### src/rtl/wait_sequencer.sv
// Wait-instruction sequencer: synchronises ready_in/in_port, buffers edges, gates pc_en (combinational).
// Release data lands on sw_data one cycle after the release edge; a bounded counter forces release on a dead handshake.
module wait_sequencer #(
  parameter int BUS_WIDTH      = 8,
  parameter int SYNC_STAGES    = 2,
  parameter int TIMEOUT_WIDTH  = 8,
  parameter int TIMEOUT_CYCLES = 200
) (
  input  logic                 clk,
  input  logic                 n_reset,
  input  logic                 ready_in,
  input  logic [BUS_WIDTH-1:0] in_port,
  input  logic                 wait_req,
  input  logic                 wait_edge,
  input  logic                 wait_pol,
  output logic                 pc_en,
  output logic [BUS_WIDTH-1:0] sw_data,
  output logic                 sw_valid,
  output logic                 timeout
);

  localparam logic [0:0] ST_RUN  = 1'b0;
  localparam logic [0:0] ST_WAIT = 1'b1;

  localparam bit                     LP_TO_EN   = (TIMEOUT_CYCLES != 0);
  localparam logic [TIMEOUT_WIDTH-1:0] LP_TO_LAST = TIMEOUT_WIDTH'(TIMEOUT_CYCLES - 1);
  localparam logic [TIMEOUT_WIDTH-1:0] LP_CNT_MAX = '1;

  logic [SYNC_STAGES-1:0] r_ready_sync;
  logic [BUS_WIDTH-1:0]   r_data_sync [SYNC_STAGES];
  logic                   r_ready_p;
  logic                   r_rise_pend;
  logic                   r_fall_pend;
  logic [BUS_WIDTH-1:0]   r_pend_data;
  logic [TIMEOUT_WIDTH-1:0] r_cnt;
  logic [0:0]             r_state;

  logic                   w_ready_s;
  logic [BUS_WIDTH-1:0]   w_data_s;
  logic                   w_rise;
  logic                   w_fall;
  logic                   w_live;
  logic                   w_pend_sel;
  logic                   w_cond;
  logic [BUS_WIDTH-1:0]   w_cap_data;
  logic [0:0]             w_state_nxt;
  logic                   w_capture;
  logic                   w_to_fire;
  logic                   w_cnt_clr;
  logic                   w_cnt_inc;
  logic                   w_consume_rise;
  logic                   w_consume_fall;

  // Data travels through a chain of the same depth as ready, so both are sampled together.
  always_ff @(posedge clk or negedge n_reset) begin
    if (!n_reset) begin
      r_ready_sync <= '0;
      r_ready_p    <= 1'b0;
      for (int i = 0; i < SYNC_STAGES; i++) r_data_sync[i] <= '0;
    end else begin
      r_ready_sync   <= {r_ready_sync[SYNC_STAGES-2:0], ready_in};
      r_ready_p      <= r_ready_sync[SYNC_STAGES-1];
      r_data_sync[0] <= in_port;
      for (int i = 1; i < SYNC_STAGES; i++) r_data_sync[i] <= r_data_sync[i-1];
    end
  end

  assign w_ready_s = r_ready_sync[SYNC_STAGES-1];
  assign w_data_s  = r_data_sync[SYNC_STAGES-1];
  assign w_rise    = w_ready_s & ~r_ready_p;
  assign w_fall    = ~w_ready_s & r_ready_p;

  assign w_live     = wait_pol ? w_fall : w_rise;
  assign w_pend_sel = wait_pol ? r_fall_pend : r_rise_pend;
  assign w_cond     = wait_edge ? (w_live | w_pend_sel) : (w_ready_s == ~wait_pol);
  assign w_cap_data = (wait_edge && !w_live) ? r_pend_data : w_data_s;

  always_comb begin
    w_state_nxt = r_state;
    pc_en       = 1'b1;
    w_capture   = 1'b0;
    w_to_fire   = 1'b0;
    w_cnt_clr   = 1'b0;
    w_cnt_inc   = 1'b0;
    case (r_state)
      ST_RUN: begin
        if (wait_req) begin
          if (w_cond) begin
            w_capture = 1'b1;
          end else begin
            pc_en       = 1'b0;
            w_state_nxt = ST_WAIT;
            w_cnt_clr   = 1'b1;
          end
        end
      end
      ST_WAIT: begin
        // A real release beats an expiring counter in the same cycle.
        if (!wait_req) begin
          w_state_nxt = ST_RUN;
        end else if (w_cond) begin
          w_capture   = 1'b1;
          w_state_nxt = ST_RUN;
        end else if (LP_TO_EN && (r_cnt == LP_TO_LAST)) begin
          w_to_fire   = 1'b1;
          w_state_nxt = ST_RUN;
        end else begin
          pc_en     = 1'b0;
          w_cnt_inc = 1'b1;
        end
      end
      default: w_state_nxt = ST_RUN;
    endcase
  end

  assign w_consume_rise = w_capture & wait_edge & ~wait_pol;
  assign w_consume_fall = w_capture & wait_edge & wait_pol;

  always_ff @(posedge clk or negedge n_reset) begin
    if (!n_reset) begin
      r_state     <= ST_RUN;
      r_rise_pend <= 1'b0;
      r_fall_pend <= 1'b0;
      r_pend_data <= '0;
      r_cnt       <= '0;
      sw_data     <= '0;
      sw_valid    <= 1'b0;
      timeout     <= 1'b0;
    end else begin
      r_state     <= w_state_nxt;
      r_rise_pend <= w_consume_rise ? 1'b0 : (r_rise_pend | w_rise);
      r_fall_pend <= w_consume_fall ? 1'b0 : (r_fall_pend | w_fall);
      if (w_rise || w_fall) r_pend_data <= w_data_s;
      if (w_cnt_clr) begin
        r_cnt <= '0;
      end else if (w_cnt_inc && (r_cnt != LP_CNT_MAX)) begin
        r_cnt <= r_cnt + TIMEOUT_WIDTH'(1);
      end
      sw_valid <= w_capture;
      timeout  <= w_to_fire;
      if (w_capture) sw_data <= w_cap_data;
    end
  end

endmodule

### config.mk
export PLATFORM = sky130hd
export DESIGN_NAME = wait_sequencer
export DESIGN_NICKNAME = d
export VERILOG_FILES = /design/src/rtl/wait_sequencer.sv
export SDC_FILE = /design/constraint.sdc
export NUM_CORES = 1
export LEC_CHECK = 0
export BUFFER_PORTS_ARGS = -buffer_cell sky130_fd_sc_hd__buf_2
export CORE_MARGIN = 1.5
export CORE_UTILIZATION = 60
export CTS_BUF_LIST = sky130_fd_sc_hd__clkbuf_8
export DETAILED_ROUTE_END_ITERATION = 16
export GPL_TIMING_DRIVEN = 0
export PLACE_DENSITY = 0.9
export SYNTH_ARGS = -nofsm -noshare
export SYNTH_HDL_FRONTEND = slang
export SYNTH_SLANG_ARGS = --single-unit
### constraint.sdc
create_clock -name clk -period 6 [get_ports clk]
set_clock_uncertainty 0.2 [all_clocks]
set_input_delay 0.9 -clock clk [delete_from_list [all_inputs] [get_ports clk]]
set_output_delay 0.9 -clock clk [all_outputs]
set_load 0.01 [all_outputs]
======== After elaboration in Yosys (flattened, before gate mapping) ========
Cells that the tools add are included.
word-level totals
  word-level logic and storage cells ...... 59
  input port bits ......................... 14
  flip-flop bits (word level) ............. 48
  output and inout bits ................... 11
operators by class
  mux-type cells .......................... 26
  bitwise operators ....................... 12
  reductions and logical operators ........ 5
  add/subtract/negate cells ............... 1
  equal/unequal tests ..................... 3
operators by type and width
  kind                                                           number
  8-bit 2-to-1 mux                                               3
  1-bit 2-to-1 mux                                               21
  8-bit by 1-bit adder with 8-bit output, second input constant  1
  8-bit == test, second input constant                           1
  8-bit inequality test, second input constant                   1
  1-bit bitwise AND                                              5
  1-bit NOT                                                      4
  1-bit one-hot mux with 2 select lines                          2
  1-bit bitwise OR                                               3
  1-bit logical AND                                              2
  2-bit nonzero test                                             1
  1-bit == test                                                  1
  1-bit zero test                                                1
  1-bit logical OR                                               1

======== Depth between registers and ports, before layout ========
  depth in word-level cells ............... 11
  mapped depth ............................ 7
  mapped depth without buffers ............ 6

======== Least setup slack after synthesis ========
OpenSTA, ideal clock, no wires.
  path type ............................... input-to-output
  from .................................... input wait_edge
  to ...................................... output pc_en
  data required time ...................... 4,900 ps
  buffers on the path ..................... 1
  data arrival time ....................... 2,095 ps
  setup slack ............................. 2,805 ps
  cell stages on the path ................. 5
  cells stage by stage .................... buf_2 -> or4b_1 -> o211ai_2 -> nand2_1 -> or2_2
on the way
  word-level cells in the longest chain between the ends .. 4
  elaborated cells on any way between the ends .. 6
  classes of those cells .................. mux: 6
RTL lines
  element                                     line     RTL
  start, declared                             14       input logic wait_edge,
  1-bit 2-to-1 mux *                          75       assign w_cond = wait_edge ? (w_live | w_pend_sel) : (w_ready_s == ~wait_pol);
  1-bit 2-to-1 mux, on equally long branches  101, 88
  1-bit 2-to-1 mux, on equally long branches  99, 87
  1-bit one-hot mux with 2 select lines *     85       case (r_state)
  end, declared                               16       output logic pc_en,
Mark *: on every way between the ends. The rest lies on a longest branch, timed or not.

======== Final worst setup path ========
  from .................................... input wait_pol
  to ...................................... output pc_en
on the way
  word-level cells in the longest chain between the ends .. 6
  elaborated cells on any way between the ends .. 11
  classes of those cells .................. eq/ne: 1; mux: 8; bitwise: 2
RTL lines
  element                                                   line     RTL
  start, declared                                           15       input logic wait_pol,
  1-bit 2-to-1 mux (tied with other cells)                  73       assign w_live = wait_pol ? w_fall : w_rise;
  1-bit bitwise OR / 1-bit == test (equally long branches)  75
  1-bit 2-to-1 mux *                                        75
  1-bit 2-to-1 mux, on equally long branches                101, 88
  1-bit 2-to-1 mux, on equally long branches                99, 87
  1-bit one-hot mux with 2 select lines *                   85
Marks and branches as above.

==> impl_metrics.csv <==
group,metric,value,unit
sta,rsz0062_at_grt,"no",
global_route,antenna_found_initial,0,
synthesis,async_flop_share,100,%
cts,numCtsBuffers,5,
synthesis,synth_simple_gate_area_share,10.1,%
global_route,grt_overflow,0,
synthesis,post_synth_fa_ha_maj_area_fraction,1.99,%
sta,setup_viol,0,
sta,finalMaxSlewViolations,0,
setup_path,critPathArrivalTime,2.43,ns
min_path,hold_path.class,"flip-flop to flip-flop",
global_route,grt_max_degree,49,
detailed_routing,viasPerCell,5.77,
cts,cts.sinks,48,
synthesis,synth_enable_flop_cells,0,
die,core,3030,um^2
setup_path,reg2reg_depth,6,
detailed_routing,wire_per_inst,14.4,um
setup_path,worstPathRequired,4.90,ns
setup_path,critPathLaunchType,"primary input",
synthesis,synth_cells,150,
cts,clk_path_buf_depth,2,
synthesis,synth-seq-area-share,63.7,%
global_route,met3_usage,4.80,%
layout,final_util,71.0,%
synthesis,synth.top_cell.area_share,63.7,%
detailed_routing,drc_errors,0,
pwr,cellLeakagePower,1.02,nW
sta,tns,0,ns
pwr,power_density,299,nW/um^2
synthesis,synthesis.nets,167,
setup_path,crit_start,"wait_pol",
sta,fin_crit,3.53,ns
global_route,grt_first_pass_wirelength,5310,um
synthesis,synthMuxAreaShare,10.6,%
synthesis,avgSynthCellArea,12.6,um^2
die,num_io_pins,25,
detailed_routing,drt-pass1-iter-count,4,
placement,portBuffers,23,
setup_path,rrSetupSlack,3.65,ns
min_path,hp-start,"r_data_sync[13]",
synthesis,synth_common_cells,"dfrtp_1 (48), nand2_1 (18), mux2i_1 (11)",
layout,drive_gt1_share,24.4,%
placement,post-dp-hpwl,2370,um
synthesis,synth_seq_cells,48,
die,die_height,59.1,um
detailed_routing,vias,1293,
setup_path,critical_path_class,"primary input to output port",
sta,relSlewSlack,33.5,%
detailed_routing,drt_iter0_drc,81,
synthesis,yosysWarnings,0,
sta,hold_ws,0.150,ns
global_route,grt_usage,20.7,%
detailed_routing,antenna_left,0,
synthesis,synth_compound_area_share,9.62,%
detailed_routing,wirelength,3230,um
cts,post_cts_resized,0,
setup_path,end_kind,"output port",
synthesis,synth_most_common_cell,"dfrtp_1",
setup_path,path_buf_inv,2,
status,status,"finished clean",
setup_path,slowest_stage,"or4b_1",
cts,path_clk_slew,0.07,ns
synthesis,syn_area,1890,um^2
setup_path,crit_chain,"buf_2 > or4b_1 > o211ai_2 > nand2_1 > or2_2 > buf_2",
die,die_area,3490,um^2
setup_path,crit_family,"simple AND/OR/NAND/NOR gates",
sta,timing.fmax,0.283,GHz
setup_path,r2r-end,"sw_data[2]",
synthesis,synthFlopType,"dfrtp_1",
cts,clk_latency,0.29,ns
layout,nNetsFinal,197,
layout,area_growth_syn_to_layout,13.9,%
pwr,peakVddDrop,252,uV
global_route,gr-usage-met1,25.9,%
die,fp.dieW,59.1,um
cts,cts_tree,"done",
placement,place_congestion,0.907,
die,start_util,62.3,%
sta,post-route-period-util,58.9,%
placement,pre_cts_ws,2.48,ns
setup_path,crit_top_cell,"buf_2",
flow_run,maxCapViolCount,0,
sta,tightest_slew,0.998,ns
global_route,globalRouteMet2Util,35.1,%
cts,cts_setup_buffers,0,
min_path,hold_end,"w_data_s[5]",
setup_path,r2r-start,"r_ready_sync[1]",
synthesis,synth_xor_area_share,0.464,%
layout,fillers,210,
synthesis,synth_top_family_by_area,"multiplexers",
synthesis,synthTopCellsByArea,"dfrtp_1 (64%), mux2i_1 (5.8%), mux2_2 (4.8%)",
die,fp-row-count,20,
setup_path,slowest_delay,0.59,ns
cts,htree_levels,2,
global_route,top_usage_layer,"met2",
sta,layout_setup_ws,2.47,ns
cts,hold_buffers,0,
global_route,grt_pass1_vias,1258,
cts,cts_root_buffer,"clkbuf_8",
setup_path,cp_max_fo,9,
synthesis,synth_top_cell_by_area,"dfrtp_1",
sta,timing_hold_violations_final,0,
layout,diodes,0,
synthesis,ys_types,32,
min_path,hold_depth,0,
## metrics by stage
stage / instance area [um^2] / std cells / total power, mW
3_3_place_gp: 2060 / 217 / 0.456
2_1_floorplan: 1890 / 150 / 0.426
4_1_cts: 2150 / 224 / 0.647
6_report: 2150 / 224 / 0.642
5_1_grt: 2150 / 224 / 0.674
3_5_place_dp: 2060 / 217 / 0.464
## per-layer routing
| layer | wire, um | vias to the layer above |
|---|---|---|
| met5 | 0 | - |
| met4 | 42 | 0 |
| met3 | 184 | 7 |
| met2 | 1680 | 53 |
| met1 | 1320 | 635 |
| li1 | - | 598 |
## cells by family (layout without fill, tap and decap cells)
kind of cell	Yosys count	after routing
flops	48	48
fa+ha+maj	3	3
mux	19	19
xor+xnor	1	1
compound gates	27	27
buf+inv	13	43
simple gates	39	39
## where the power goes
| group | total [mW] | leakage, nW | switching (mW) | internal [mW] |
|---|---|---|---|---|
| registers | 0.372 | 0.586 | 0.0172 | 0.355 |
| clock network | 0.186 | 0.0473 | 0.0941 | 0.0918 |
| logic | 0.0846 | 0.382 | 0.0473 | 0.0373 |
| total | 0.642 | 1.02 | 0.159 | 0.484 |
## cells in the final DEF, fill, tap and decap left out, drive strengths merged, types with 2 or more instances in the layout
| master | n |
|---|---|
| mux2i | 11 |
| nand4 | 2 |
| nand3 | 4 |
| clkbuf | 9 |
| nor2 | 4 |
| o21ai | 10 |
| inv | 6 |
| buf | 27 |
| dfrtp | 48 |
| nor3 | 2 |
| a41oi | 3 |
| or3 | 2 |
| a31oi | 8 |
| nand2 | 18 |
| mux2 | 8 |
| ha | 3 |
## how the worst max path moves through the flow
stage / slack [ns] / depth (start not counted) / endpoint
after floorplan: 2.80 / 5 / pc_en
after global placement: 2.56 / 6 / pc_en
after detailed placement: 2.48 / 6 / pc_en
after CTS: 2.48 / 6 / pc_en
after global routing: 2.42 / 6 / pc_en
final: 2.47 / 6 / pc_en
## worst register-to-register path, stage by stage (launching register included)
cell,delay [ns]
dfrtp_1,0.42
ha_1,0.26
or4b_1,0.57
o2111ai_1,0.31
buf_2,0.32
nand2_1,0.09
o21ai_0,0.08
## layout make-up
class	count	area (um^2)	share of cell area (%)
Inverter	6	22.5	1.05
Buffer	7	43.8	2.04
Tap cell	44	55.1	2.56
Clock inverter	1	8.76	0.408
Sequential cell	48	1200	55.9
Timing Repair Buffer	23	115	5.36
Clock buffer	6	82.6	3.84
Multi-Input combinational cell	89	619	28.8
## state kept, by name, summed over array words and instances, names as in the netlist
| name | count |
|---|---|
| r_rise_pend | 1 |
| sw_valid | 1 |
| r_ready_sync | 2 |
| r_data_sync | 8 |
| r_ready_p | 1 |
| r_pend_data | 8 |
| timeout | 1 |
| r_fall_pend | 1 |
| w_data_s | 8 |
| sw_data | 8 |
| r_state | 1 |
| r_cnt | 8 |
Power figures use the tool's default switching activity.
